===== config.mk =====
export PLATFORM = sky130hd
export DESIGN_NAME = matmul_mac_ctrl_flat
export DESIGN_NICKNAME = d
export VERILOG_FILES = /design/src/rtl/matmul_mac_ctrl_if.sv /design/src/rtl/matmul_mac_ctrl.sv /design/src/flat_wrapper.sv
export SDC_FILE = /design/constraint.sdc
export NUM_CORES = 1
export LEC_CHECK = 0
export BUFFER_PORTS_ARGS = -buffer_cell sky130_fd_sc_hd__buf_2
export CAP_MARGIN = 10
export CELL_PAD_IN_SITES_DETAIL_PLACEMENT = 1
export CELL_PAD_IN_SITES_GLOBAL_PLACEMENT = 1
export CORE_MARGIN = 10
export CORE_UTILIZATION = 30
export CTS_BUF_LIST = sky130_fd_sc_hd__clkbuf_2 sky130_fd_sc_hd__clkbuf_4 sky130_fd_sc_hd__clkbuf_8
export CTS_CLUSTER_DIAMETER = 200
export DETAILED_ROUTE_END_ITERATION = 8
export PLACE_DENSITY_LB_ADDON = 0.1
export SKIP_LAST_GASP = 1
export SYNTH_ARGS = -nofsm -noshare
export SYNTH_HDL_FRONTEND = slang
export SYNTH_SLANG_ARGS = --single-unit

===== constraint.sdc =====
create_clock -name clk -period 3.45 [get_ports clk]
set_input_delay 0.1725 -clock clk [delete_from_list [all_inputs] [get_ports clk]]
set_output_delay 0.1725 -clock clk [all_outputs]
set_load 0.005 [all_outputs]

===== src/rtl/matmul_mac_ctrl_if.sv =====
// matmul_mac_ctrl_if: A/B RAM read ports, mac operand/result link, C RAM write port.
// master = sequencer side (drives addresses, operands, C writes); slave = RAMs and mac.
interface matmul_mac_ctrl_if #(
  parameter int DATA_W = 16,
  parameter int M      = 2,
  parameter int K      = 2,
  parameter int N      = 2
);
  localparam int ACC_W = 2*DATA_W + $clog2(K) + 1;
  localparam int AW_A  = (M*K > 1) ? $clog2(M*K) : 1;
  localparam int AW_B  = (K*N > 1) ? $clog2(K*N) : 1;
  localparam int AW_C  = (M*N > 1) ? $clog2(M*N) : 1;

  logic        [AW_A-1:0]   a_raddr;
  logic signed [DATA_W-1:0] a_rdata;
  logic        [AW_B-1:0]   b_raddr;
  logic signed [DATA_W-1:0] b_rdata;
  logic signed [DATA_W-1:0] mac_a;
  logic signed [DATA_W-1:0] mac_b;
  logic                     mac_acc_clear;
  logic signed [ACC_W-1:0]  mac_acc;
  logic                     mac_acc_valid;
  logic                     c_we;
  logic        [AW_C-1:0]   c_waddr;
  logic signed [ACC_W-1:0]  c_wdata;

  modport master (
    output a_raddr, b_raddr,
    output mac_a, mac_b, mac_acc_clear,
    output c_we, c_waddr, c_wdata,
    input  a_rdata, b_rdata,
    input  mac_acc, mac_acc_valid
  );

  modport slave (
    input  a_raddr, b_raddr,
    input  mac_a, mac_b, mac_acc_clear,
    input  c_we, c_waddr, c_wdata,
    output a_rdata, b_rdata,
    output mac_acc, mac_acc_valid
  );
endinterface


===== src/rtl/matmul_mac_ctrl.sv =====
// matmul_mac_ctrl: sequences A/B reads into mac and writes each dot product to C.
// Ports: clk, rst (sync, high), start, busy, done, bus (RAM/mac/C master).
module matmul_mac_ctrl #(
  parameter int DATA_W = 16,
  parameter int M      = 2,
  parameter int K      = 2,
  parameter int N      = 2
) (
  input  logic clk,
  input  logic rst,
  input  logic start,
  output logic busy,
  output logic done,
  matmul_mac_ctrl_if.master bus
);
  localparam int AW_A = (M*K > 1) ? $clog2(M*K) : 1;
  localparam int AW_B = (K*N > 1) ? $clog2(K*N) : 1;
  localparam int AW_C = (M*N > 1) ? $clog2(M*N) : 1;
  localparam int IW   = (M > 1) ? $clog2(M) : 1;
  localparam int JW   = (N > 1) ? $clog2(N) : 1;
  localparam int KW   = (K > 1) ? $clog2(K) : 1;
  localparam int WW   = $clog2(M*N + 1);

  typedef enum logic [1:0] {
    S_IDLE,
    S_ISSUE,
    S_DRAIN,
    S_DONE
  } state_t;

  state_t st, nxt;

  logic [IW-1:0] i_q;
  logic [JW-1:0] j_q;
  logic [KW-1:0] k_q;
  logic [WW-1:0] wr_q;
  logic          issue;
  logic          last;
  logic          dv_q;
  logic          ft_q;
  logic          clr_q;
  logic          cap_q;
  logic          cap;
  logic          we_q;
  logic [AW_C-1:0] waddr_q;
  logic signed [$bits(bus.c_wdata)-1:0] wdata_q;

  assign last = (i_q == IW'(M-1)) &&
                (j_q == JW'(N-1)) &&
                (k_q == KW'(K-1));

  // A held result or post-reset garbage valid is ignored until the
  // next clear re-arms capture.
  assign cap = bus.mac_acc_valid && !cap_q;

  always_ff @(posedge clk) begin
    if (rst) st <= S_IDLE;
    else     st <= nxt;
  end

  always_comb begin
    nxt   = st;
    busy  = 1'b1;
    done  = 1'b0;
    issue = 1'b0;
    unique case (st)
      S_IDLE: begin
        busy = 1'b0;
        if (start) nxt = S_ISSUE;
      end
      S_ISSUE: begin
        issue = 1'b1;
        if (last) nxt = S_DRAIN;
      end
      S_DRAIN: begin
        if (wr_q == WW'(M*N)) nxt = S_DONE;
      end
      S_DONE: begin
        done = 1'b1;
        nxt  = S_IDLE;
      end
      default: nxt = S_IDLE;
    endcase
  end

  always_ff @(posedge clk) begin
    if (rst) begin
      i_q     <= '0;
      j_q     <= '0;
      k_q     <= '0;
      wr_q    <= '0;
      dv_q    <= 1'b0;
      ft_q    <= 1'b0;
      clr_q   <= 1'b0;
      cap_q   <= 1'b1;
      we_q    <= 1'b0;
      waddr_q <= '0;
      wdata_q <= '0;
    end else begin
      dv_q  <= issue;
      ft_q  <= issue && (k_q == '0);
      clr_q <= dv_q && ft_q;
      if (issue) begin
        if (k_q == KW'(K-1)) begin
          k_q <= '0;
          if (j_q == JW'(N-1)) begin
            j_q <= '0;
            i_q <= (i_q == IW'(M-1)) ? '0 : i_q + 1'b1;
          end else begin
            j_q <= j_q + 1'b1;
          end
        end else begin
          k_q <= k_q + 1'b1;
        end
      end
      if (st == S_IDLE && start) wr_q <= '0;
      we_q <= cap;
      if (cap) begin
        wdata_q <= bus.mac_acc;
        waddr_q <= AW_C'(wr_q);
        wr_q    <= wr_q + 1'b1;
      end
      // A clear in the capture cycle belongs to the next dot product.
      if (clr_q)    cap_q <= 1'b0;
      else if (cap) cap_q <= 1'b1;
    end
  end

  assign bus.a_raddr = AW_A'(int'(i_q) * K + int'(k_q));
  assign bus.b_raddr = AW_B'(int'(k_q) * N + int'(j_q));
  assign bus.mac_a   = dv_q ? bus.a_rdata : {DATA_W{1'b0}};
  assign bus.mac_b   = dv_q ? bus.b_rdata : {DATA_W{1'b0}};
  assign bus.mac_acc_clear = clr_q;
  assign bus.c_we    = we_q;
  assign bus.c_waddr = waddr_q;
  assign bus.c_wdata = wdata_q;
endmodule

===== src/flat_wrapper.sv =====
// flat-port wrapper written by rule: the top's interface ports become plain ports
module matmul_mac_ctrl_flat 
#(
  parameter int DATA_W = 16,
  parameter int M      = 2,
  parameter int K      = 2,
  parameter int N      = 2
)
  (clk, rst, start, busy, done, bus_a_raddr, bus_b_raddr, bus_mac_a, bus_mac_b, bus_mac_acc_clear, bus_c_we, bus_c_waddr, bus_c_wdata, bus_a_rdata, bus_b_rdata, bus_mac_acc, bus_mac_acc_valid);
  matmul_mac_ctrl_if #(.DATA_W(DATA_W), .M(M), .K(K), .N(N)) bus_i ();
  input  logic clk;
  input  logic rst;
  input  logic start;
  output logic busy;
  output logic done;
  output wire logic [$bits(bus_i.a_raddr)-1:0] bus_a_raddr;
  output wire logic [$bits(bus_i.b_raddr)-1:0] bus_b_raddr;
  output wire logic [$bits(bus_i.mac_a)-1:0] bus_mac_a;
  output wire logic [$bits(bus_i.mac_b)-1:0] bus_mac_b;
  output wire logic [$bits(bus_i.mac_acc_clear)-1:0] bus_mac_acc_clear;
  output wire logic [$bits(bus_i.c_we)-1:0] bus_c_we;
  output wire logic [$bits(bus_i.c_waddr)-1:0] bus_c_waddr;
  output wire logic [$bits(bus_i.c_wdata)-1:0] bus_c_wdata;
  input wire logic [$bits(bus_i.a_rdata)-1:0] bus_a_rdata;
  input wire logic [$bits(bus_i.b_rdata)-1:0] bus_b_rdata;
  input wire logic [$bits(bus_i.mac_acc)-1:0] bus_mac_acc;
  input wire logic [$bits(bus_i.mac_acc_valid)-1:0] bus_mac_acc_valid;
  assign bus_a_raddr = bus_i.a_raddr;
  assign bus_b_raddr = bus_i.b_raddr;
  assign bus_mac_a = bus_i.mac_a;
  assign bus_mac_b = bus_i.mac_b;
  assign bus_mac_acc_clear = bus_i.mac_acc_clear;
  assign bus_c_we = bus_i.c_we;
  assign bus_c_waddr = bus_i.c_waddr;
  assign bus_c_wdata = bus_i.c_wdata;
  assign bus_i.a_rdata = bus_a_rdata;
  assign bus_i.b_rdata = bus_b_rdata;
  assign bus_i.mac_acc = bus_mac_acc;
  assign bus_i.mac_acc_valid = bus_mac_acc_valid;
  matmul_mac_ctrl #(.DATA_W(DATA_W), .M(M), .K(K), .N(N)) u_core (.clk(clk), .rst(rst), .start(start), .busy(busy), .done(done), .bus(bus_i));
endmodule

==> impl_metrics.tcl <==
set metrics [dict create \
    status "completed" \
    tightest_slew_ns 0.9109 \
    grt_max_degree 49 \
    initial_core_util 0.3146 \
    vias 2084 \
    critPathCaptureType "register" \
    drt-vias-per-instance 4.453 \
    area_growth_pct 42.36 \
    min_period_ns 1.746 \
    clock_latency_ns 0.30 \
    reg2reg_from "u_core.cap_q" \
    timing.rr.end "u_core.wr_q[0]" \
    dpl.hpwl_um 5678 \
    rsz0062_at_grt "false" \
    drt_iter0_drc 58 \
    cp_data_arrival_time_ns 1.91 \
    hold_viol 0 \
    first_pass_iters 4 \
    fin_worst_skew_ns 0.004146 \
    drv_slew 0 \
    place_congestion 0.6868 \
    fillers 883 \
    placed_cell_area_sq_um 2773 \
    synth_warnings 0 \
    cts_setup_buffers 0 \
    syn_nets 334 \
    final_common_cell "buf_2" \
    relSlewSlack 0.3928 \
    nets 467 \
    ys_ff_latch 49 \
    final_area_sq_um 2893 \
    cts.path.max_buffers 2 \
    cts_sinks 49 \
    die_h_um 102.3 \
    hold_path_startpoint "bus_mac_acc[25]" \
    ctsResizeCount 0 \
    hold_depth 3 \
    peakVddDrop_mv 0.2144 \
    min_period_over_period 0.5059 \
    grt_use_total 0.1291 \
    final.setup.tns_ns 0 \
    max_clock_freq_mhz 572.9 \
    whs_endpoint "u_core.bus.c_wdata[25]" \
    maxCapViolCount 0 \
    cts_buffers 5 \
    syn_area_sq_um 2032 \
    dieArea_sq_um 10470 \
    grt_pass1_wl_um 10810 \
    cp-start-kind "register" \
    reg2reg_slack_ns 1.70 \
    clk_pin_slew_ns 0.09 \
    cts_root_buf "clkbuf_8" \
    p_int_uw 989.2 \
    diodes 0 \
    drive_gt1_frac 0.3990 \
    synth.avg_cell_area_sq_um 7.906 \
    r2r_cells 5 \
    io_buffers 145 \
    critPathKind "reg2reg" \
    p_sw_frac 0.2793 \
    overflow 0 \
    antenna_found_initial 0 \
    net-switching-power_uw 383.3 \
    clkPwrFrac 0.315 \
    finalSetupViolCount 0 \
    synth-seq-area-share 0.4828 \
    cts_tree "yes" \
    core_area_sq_um 6459 \
    cellPowerDensity_nw_per_um2 474.4 \
    cp_max_fo 22 \
    startpoint "u_core.cap_q" \
    pwr-share-comb 0.219 \
    wire_per_inst_um 15.35 \
    wirelength_um 7184 \
    grt_pass1_vias 2076 \
    cp.required_ns 3.61 \
    synth_cell_types 24 \
    h-tree-depth 2 \
    syn_inst 257 \
    ctsHoldBuffers 0 \
    ant_nets 0 \
    row_count 29 \
    p_leak_uw 0.001456 \
    drc 0 \
    p_seq_frac 0.465 \
    pin_count 146 \
    die_w_um 102.3 \
    layout_common_cells "145 x buf_2, 75 x nand2_1, 49 x dfxtp_1, 39 x a21oi_1, 32 x and2_1" \
    holdCritPathClass "in2reg" \
]
-- how the worst max path moves through the flow --
stage	slack, ns	to
2_1_floorplan	1.96	u_core.st[1]
3_3_place_gp	1.71	u_core.wr_q[0]
3_5_place_dp	1.68	u_core.wr_q[0]
4_1_cts	1.66	u_core.wr_q[0]
5_1_grt	1.53	u_core.wr_q[0]
6_report	1.70	u_core.wr_q[0]
-- Yosys cell counts --
master | instances | area share
a222oi_1 | 1 | 0.0049
ha_1 | 7 | 0.043
a22oi_1 | 1 | 0.0037
mux2i_1 | 1 | 0.0049
a211oi_1 | 1 | 0.0037
and2b_2 | 1 | 0.0043
xnor2_1 | 1 | 0.0043
buf_4 | 4 | 0.015
nand3_1 | 2 | 0.0049
nor2_1 | 13 | 0.024
xor2_1 | 2 | 0.0086
and2_1 | 32 | 0.099
clkbuf_1 | 10 | 0.018
buf_2 | 5 | 0.012
nand2_1 | 75 | 0.14
a21oi_1 | 39 | 0.096
dfxtp_1 | 49 | 0.48
o21ai_0 | 1 | 0.0025
nand3b_1 | 1 | 0.0037
nand2b_1 | 1 | 0.0031
nor2b_1 | 2 | 0.0062
o21bai_1 | 1 | 0.0037
buf_1 | 1 | 0.0018
inv_1 | 6 | 0.011
-- layout make-up --
cell class	instances	area, sq um	share of cell area
multi-input combinational	182	939.7	0.3248
timing repair buffer	146	733.2	0.2535
tap	77	96.34	0.03330
clock buffer	6	82.58	0.02855
clock inverter	2	37.54	0.01298
sequential	49	980.9	0.3391
inverter	6	22.52	0.007785
-- metal layers --
metal	GRT usage	vias up	wire length, um
met4	0.04447	0	91
met3	0.06275	8	824
met1	0.1400	918	2903
met2	0.2158	89	3365
li1	-	1069	-
met5	0	-	0
-- cell families after synthesis --
| logic type | after synthesis | synth area share |
|---|---|---|
| buffers and inverters | 26 | 0.05850 |
| XOR/XNOR | 3 | 0.01293 |
| adder cells (fa/ha/maj) | 7 | 0.04310 |
| AO/OA/AOI/OAI | 44 | 0.1145 |
| flip-flops | 49 | 0.4828 |
| AND/OR/NAND/NOR | 127 | 0.2833 |
| multiplexers | 1 | 0.004926 |
-- registers in the layout (all words and copies together) (netlist names) --
| name | cells |
|---|---|
| u_core.j_q | 1 |
| u_core.wr_q | 3 |
| u_core.bus.c_we | 1 |
| u_core.k_q | 1 |
| u_core.bus.c_wdata | 34 |
| u_core.ft_q | 1 |
| u_core.i_q | 1 |
| u_core.bus.mac_acc_clear | 1 |
| u_core.cap_q | 1 |
| u_core.st | 2 |
| u_core.bus.c_waddr | 2 |
| u_core.dv_q | 1 |
-- worst max-delay path, cell delays in order (launching register included) --
cell and delay [ns]:
dfxtp_1 0.39, nand2b_1 0.59, buf_4 0.38, nor2_1 0.06, a21oi_1 0.12, nor2_1 0.05
-- through the flow --
step                hold slack [ns]  total power (uW)  cells  setup WS, ns  utilization
global placement             0.4088             958.2    460         1.707       0.4293
CTS                         0.07958              1404    468         1.662       0.4479
finish                      0.09529              1372    468         1.704       0.4479
global route                0.07764              1462    468         1.535       0.4479
detailed placement           0.4183             964.8    460         1.680       0.4293
floorplan                    0.2522             827.8    257         1.955            -
-- power groups by stage --
stage	logic (uW)	registers [uW]	clock network (uW)
6_report	301	638	433
5_1_grt	343	650	469
4_1_cts	311	641	451
3_5_place_dp	310	655	0
3_3_place_gp	305	653	0
2_1_floorplan	196	632	0
Power figures use the tool's default switching activity.
